File: src/rtl/my_fog_pkg.sv
`default_nettype none
// ============================================================================
//  Module      : my_fog_pkg
//  Description : Shared types and constants for the feedback loop stages.
//  Revision    : 1.0 - initial release
// ============================================================================
package my_fog_pkg;

    typedef enum logic [1:0] {
        WAIT_STEP = 2'd0,
        WAIT_RATE = 2'd1,
        WAIT_RAMP = 2'd2
    } loop_state_t;

    localparam logic signed [31:0] STEP_MAX = 32'h7FFF_FFFF;
    localparam logic signed [31:0] STEP_MIN = 32'h8000_0000;

endpackage
`default_nettype wire

File: src/rtl/my_sat_add32.sv
`default_nettype none
// ============================================================================
//  Module      : my_sat_add32
//  Description : Combinational signed 32+32 saturating adder with overflow flag.
//  Revision    : 1.0 - initial release
// ============================================================================
module my_sat_add32
    import my_fog_pkg::*;
(
    input  logic signed [31:0] i_a,
    input  logic signed [31:0] i_b,
    output logic signed [31:0] o_sum,
    output logic               o_ovf
);

    logic [32:0] w_sum;

    always_comb begin
        w_sum = {i_a[31], i_a} + {i_b[31], i_b};
        o_ovf = (w_sum[32] != w_sum[31]);
        if (o_ovf) begin
            // The extra sign bit holds the true sign of the unclamped result.
            o_sum = w_sum[32] ? STEP_MIN : STEP_MAX;
        end else begin
            o_sum = w_sum[31:0];
        end
    end

endmodule
`default_nettype wire

File: src/rtl/my_step_ramp_gen.sv
`default_nettype none
// ============================================================================
//  Module      : my_step_ramp_gen
//  Description : Integrates the error into a saturating step accumulator and
//                the step into a wrapping DAC phase ramp, sequenced by syncs.
//  Revision    : 1.0 - initial release
// ============================================================================
module my_step_ramp_gen
    import my_fog_pkg::*;
#(
    parameter int DAC_BIT = 16
) (
    input  logic                i_clk,
    input  logic                i_rst_n,
    input  logic                i_loop_en,
    input  logic [4:0]          i_gain_sel,
    input  logic signed [31:0]  i_const_step,
    input  logic signed [31:0]  i_err,
    input  logic                i_step_sync,
    input  logic                i_rate_sync,
    input  logic                i_ramp_sync,
    output logic signed [31:0]  o_step,
    output logic signed [31:0]  o_rate,
    output logic                o_rate_valid,
    output logic [DAC_BIT-1:0]  o_ramp,
    output logic                o_ramp_valid,
    output logic                o_sat,
    output logic                o_seq_err,
    output logic [1:0]          o_cstate
);

    loop_state_t        state_q, state_d;
    logic signed [31:0] step_acc_q, step_acc_d;
    logic [31:0]        ramp_acc_q, ramp_acc_d;
    logic signed [31:0] rate_q, rate_d;
    logic               rate_valid_q, rate_valid_d;
    logic               ramp_valid_q, ramp_valid_d;
    logic               sat_q, sat_d;
    logic               seq_err_q, seq_err_d;

    logic signed [31:0] w_err_scaled;
    logic signed [31:0] w_sat_sum;
    logic               w_sat_ovf;
    logic               w_multi;
    logic               w_do_step;
    logic               w_do_rate;
    logic               w_do_ramp;
    logic               w_unexpected;

    assign w_err_scaled = i_err >>> i_gain_sel;

    my_sat_add32 u_sat_add (
        .i_a   (step_acc_q),
        .i_b   (w_err_scaled),
        .o_sum (w_sat_sum),
        .o_ovf (w_sat_ovf)
    );

    always_comb begin
        w_multi = ({1'b0, i_step_sync} + {1'b0, i_rate_sync} + {1'b0, i_ramp_sync}) > 2'd1;
        // A lone step sync in any state resyncs; with company it only counts when expected.
        w_do_step = i_step_sync && ((state_q == WAIT_STEP) || !w_multi);
        w_do_rate = i_rate_sync && (state_q == WAIT_RATE);
        w_do_ramp = i_ramp_sync && (state_q == WAIT_RAMP);
        w_unexpected = (i_step_sync && (state_q != WAIT_STEP)) ||
                       (i_rate_sync && (state_q != WAIT_RATE)) ||
                       (i_ramp_sync && (state_q != WAIT_RAMP));
    end

    always_comb begin
        state_d      = state_q;
        step_acc_d   = step_acc_q;
        ramp_acc_d   = ramp_acc_q;
        rate_d       = rate_q;
        rate_valid_d = 1'b0;
        ramp_valid_d = 1'b0;
        sat_d        = sat_q;
        seq_err_d    = seq_err_q || w_unexpected;

        if (w_do_step) begin
            state_d = WAIT_RATE;
            if (i_loop_en) begin
                step_acc_d = w_sat_sum;
                sat_d      = sat_q || w_sat_ovf;
            end else begin
                step_acc_d = i_const_step;
            end
        end else if (w_do_rate) begin
            state_d      = WAIT_RAMP;
            rate_d       = step_acc_q;
            rate_valid_d = 1'b1;
        end else if (w_do_ramp) begin
            state_d      = WAIT_STEP;
            ramp_acc_d   = ramp_acc_q + step_acc_q;
            ramp_valid_d = 1'b1;
        end
    end

    always_ff @(posedge i_clk) begin
        if (!i_rst_n) begin
            state_q      <= WAIT_STEP;
            step_acc_q   <= '0;
            ramp_acc_q   <= '0;
            rate_q       <= '0;
            rate_valid_q <= 1'b0;
            ramp_valid_q <= 1'b0;
            sat_q        <= 1'b0;
            seq_err_q    <= 1'b0;
        end else begin
            state_q      <= state_d;
            step_acc_q   <= step_acc_d;
            ramp_acc_q   <= ramp_acc_d;
            rate_q       <= rate_d;
            rate_valid_q <= rate_valid_d;
            ramp_valid_q <= ramp_valid_d;
            sat_q        <= sat_d;
            seq_err_q    <= seq_err_d;
        end
    end

    assign o_step       = step_acc_q;
    assign o_rate       = rate_q;
    assign o_rate_valid = rate_valid_q;
    assign o_ramp       = ramp_acc_q[31:32-DAC_BIT];
    assign o_ramp_valid = ramp_valid_q;
    assign o_sat        = sat_q;
    assign o_seq_err    = seq_err_q;
    assign o_cstate     = state_q;

endmodule
`default_nettype wire

File: config.mk
export PLATFORM = sky130hd
export DESIGN_NAME = my_step_ramp_gen
export DESIGN_NICKNAME = d
export VERILOG_FILES = /design/src/rtl/my_fog_pkg.sv /design/src/rtl/my_sat_add32.sv /design/src/rtl/my_step_ramp_gen.sv
export SDC_FILE = /design/constraint.sdc
export NUM_CORES = 1
export LEC_CHECK = 0
export ABC_CLOCK_PERIOD_IN_PS = 5500
export BUFFER_PORTS_ARGS = -buffer_cell sky130_fd_sc_hd__buf_2
export CAP_MARGIN = 20
export CORE_MARGIN = 5
export CORE_UTILIZATION = 40
export DETAILED_ROUTE_END_ITERATION = 6
export HOLD_SLACK_MARGIN = 0.08
export PLACE_DENSITY = 0.63
export SYNTH_ARGS = -nofsm -noshare
export SYNTH_HDL_FRONTEND = slang
export SYNTH_HIERARCHICAL = 1
export SYNTH_SLANG_ARGS = --single-unit
File: constraint.sdc
create_clock -name i_clk -period 5.5 [get_ports i_clk]
set_input_delay 0.55 -clock i_clk [delete_from_list [all_inputs] [get_ports i_clk]]
set_output_delay 0.55 -clock i_clk [all_outputs]
set_load 0.1 [all_outputs]
==> summary.md <==
| Metric | Value |
|---|---|
| Status | `finished, final reports clean` |
| Worst Path Required | `5.70 ns` |
| Critical path's top delay family | `compound AO/OA/AOI/OAI gates` |
| Start point of the critical path | `i_gain_sel[1]` |
| Die Width | `160 um` |
| Post-Synth Adder-Cell Area | `0.0947` |
| Power Dens Cells | `281 mW/mm2` |
| Reg2reg start | `o_step[0]` |
| CTS tree | `done` |
| Total Nets Final | `1,374` |
| Buffers & Inverters on Critical Path | `2` |
| Xor and xnor fraction of the mapped netlist area | `0.0567` |
| Max-slew violations | `0` |
| Pin count of the biggest net entering global routing | `69` |
| Max-cap check violation count | `0` |
| Final Cycle Share | `0.883` |
| Mapped cell area | `0.00899 mm2` |
| Total GRT Usage | `0.198` |
| FMAX | `206 MHz` |
| RSZ-0062 raised after global routing | `false` |
| Startpoint Class | `input port` |
| Clk sink count | `102` |
| Die area | `0.0256 mm2` |
| Antenna violations before repair | `0` |
| # diodes | `0` |
| Worst vdd ir | `0.148 mV` |
| WL/cell | `17.3 um` |
| Layout cells sized above 1 | `0.202` |
| Yosys top cell area share | `0.227` |
| Mapped Cells | `1,141` |
| Clock skew | `0.0122 ns` |
| Initial DRC count | `556` |
| Synth Area in Compound Gates | `0.285` |
| Core Region | `0.0220 mm2` |
| Post-CTS resize count | `0` |
| Reg2reg setup slack | `1.85 ns` |
| Worst path slowest cell | `nor2_4` |
| Final wirelength | `26,200 um` |
| Setup TNS | `0 ns` |
| HPWL Detailed | `20,600 um` |
| CTS buffer count | `9` |
| Lkg Pwr | `0.00454 uW` |
| Vias in the first global route | `8,219` |
| Worst slew margin | `0.368` |
| # IOs | `161` |
| Yosys reg bits | `102` |
| Logic pwr share | `0.472` |
| Fin crit period | `4.86 ns` |
| Most frequent cell after synthesis | `nand2_1` |
| Endpoint type of the worst setup path | `register` |
| Count of different cell masters after synthesis | `82` |
| Mux contribution to synthesized area | `0.113` |
| Drt pass-1 iters | `5` |
| Sequential Power Share | `0.301` |
| CP max stage delay | `0.54 ns` |
| Async S/R FF share, synth | `0` |
| Crit Path Category | `in2reg` |
| Rows | `54` |
| First-pass GRT wire length | `42,600 um` |
| Vias | `8,596` |
| R2R depth | `12` |
| Root buf cell | `clkbuf_16` |
| Least-Margin Pin Slew | `0.948 ns` |
| Dominant cells by area after synthesis | `dfxtp_1, ha_1, mux2i_1` |
| Number of synthesized flops with an enable pin | `0` |
| Combinational family with the most area after synthesis | `compound AO/OA/AOI/OAI gates` |
| Setup Fix Bufs, Post-CTS | `0` |
| Filler Cell Count | `2,174` |
| Yosys top cell by area | `dfxtp_1` |
| R2r endpoint | `o_step[2]` |
| Clk buf depth | `2` |
| Register area share after synthesis | `0.227` |
| Setup violators final | `0` |
| Most used cell along the critical path | `mux2i_1` |
| Setup crit end | `o_step[2]` |
| Fin. Hold Viols | `0` |
| Worst skew pair latency | `0.35 ns` |
| Crit Path Max Fanout | `32` |
| Syn_nets | `1,282` |
| Clock Power Share | `0.227` |
| Grt ovf | `0` |
| Hold/Removal Path Class | `reg2reg` |
| Total Power | `2850 uW` |
| Syn Area/Cell | `7.88 um2` |
| Antenna-violating nets left | `0` |
| Post-Synth Simple-Gate Area | `0.169` |
| P_sw | `1280 uW` |
| Port bufs | `160` |
| Die Ht | `160 um` |
| Crit path cell chain | `buf_2, buf_12, mux2_2, o21ai_0, mux2i_1, a21oi_1, mux2i_1, ha_1, fa_1, a211oi_1, nor2_1, o2111ai_2, nand3_2, a21oi_2, o221ai_2, nor2_4, o21ai_0, mux2i_1, a211oi_1` |
| Via density per instance | `5.66` |
| Net Sw Frac | `0.448` |
| H-tree depth | `3` |
| Top FF cell, synth | `dfxtp_1` |
| Initial core utilization | `0.409` |
| Stages on worst setup path | `19` |
| GP Congestion | `0.931` |
| Critical path arrival | `5.06 ns` |
| Layout area overhead | `12.5%` |
| Clk slew on worst S/H paths | `0.08 ns` |
| Hold-fix buffers, CTS | `0` |
| Hold path depth | `2` |
| Cell internal pwr | `1570 uW` |
| Top cells by count, synth | `nand2_1, a21oi_1, nor2_1, dfxtp_1, o21ai_0` |
| Drt drc | `0` |
| Utilization of the core after routing | `0.460` |
| YS warnings | `6` |
[layout make-up]
cell class,instances,area [um2],share of cell area
Multi-Input combinational cell,935,6460,0.640
Sequential cell,102,2040,0.202
Timing Repair Buffer,172,903,0.0894
Tap cell,280,350,0.0347
Clock buffer,10,229,0.0227
Clock inverter,6,70.1,0.00693
Inverter,13,48.8,0.00483
[registers in the layout (all words and copies together), names as in the netlist]
register      flops
o_seq_err         1
o_rate_valid      1
o_step           32
o_rate           32
o_ramp_valid      1
o_cstate          2
ramp_acc_q       32
o_sat             1
[cell families after synthesis]
group | count (synthesis)
muxes | 84
buffers and inverters | 104
AOI/OAI and AO/OA | 390
xor gates and xnor gates | 56
and+or+nand+nor | 338
adders and majority gates | 67
DFF | 102
[metal layers]
layer | GRT usage | share of wire | routed length (um)
met1 | 0.269 | 0.47 | 12300
met2 | 0.319 | 0.45 | 11700
met3 | 0.0327 | 0.053 | 1380
met4 | 0.0731 | 0.034 | 878
met5 | 0 | 0 | 0
[worst register-to-register path, stage by stage, from the launching register on]
cell and delay (ns):
dfxtp_1 0.42, ha_1 0.29, fa_1 0.43, a211oi_1 0.27, nor2_1 0.15, o2111ai_2 0.27, nand3_2 0.15, a21oi_2 0.26
o221ai_2 0.24, nor2_4 0.54, o21ai_0 0.22, mux2i_1 0.16, a211oi_1 0.09
[placed cells by master, fill, tap and decap left out, types with 8 or more instances in the layout]
| master | n |
|---|---|
| mux2i_1 | 60 |
| nor2_1 | 105 |
| clkbuf_16 | 9 |
| xnor2_1 | 27 |
| nor2b_1 | 9 |
| inv_1 | 9 |
| dfxtp_1 | 102 |
| a22o_1 | 32 |
| nand4_1 | 10 |
| a21o_1 | 26 |
| o21a_1 | 11 |
| ha_1 | 64 |
| o21ai_1 | 10 |
| nand2b_1 | 13 |
| mux4_2 | 13 |
| a31oi_1 | 12 |
| buf_4 | 11 |
| o21ai_0 | 80 |
| nand2_1 | 135 |
| mux2_2 | 11 |
| nor3_1 | 8 |
| nand3_1 | 20 |
| buf_2 | 160 |
| a21oi_1 | 112 |
| a211oi_1 | 46 |
| xor2_1 | 28 |
[through the flow]
step	hold slack [ns]	std cells	cell area, um2	worst slack (ns)
finish	0.462	1518	10100	0.643
global route	0.487	1518	10100	0.212
CTS	0.462	1518	10100	0.645
detailed placement	0.451	1502	9810	0.290
global placement	0.443	1502	9810	0.339
floorplan	0.436	1141	8990	0.852
[power by group through the flow]
| stage | combinational, uW | sequential (uW) | clock [uW] |
|---|---|---|---|
| floorplan | 810 | 1110 | 0 |
| detailed placement | 1330 | 873 | 0 |
| global route | 1470 | 862 | 695 |
| finish | 1340 | 855 | 646 |
| CTS | 1340 | 856 | 657 |
| global placement | 1340 | 873 | 0 |
[worst min-delay path by stage]
stage	from	to	slack, ns
after floorplan	ramp_acc_q[10]	ramp_acc_q[10]	0.44
after global placement	ramp_acc_q[5]	ramp_acc_q[5]	0.44
after detailed placement	ramp_acc_q[12]	ramp_acc_q[12]	0.45
after CTS	ramp_acc_q[12]	ramp_acc_q[12]	0.46
after global routing	o_rate[26]	o_rate[26]	0.49
final	ramp_acc_q[7]	ramp_acc_q[7]	0.46
(Power assumes the default switching activity.)
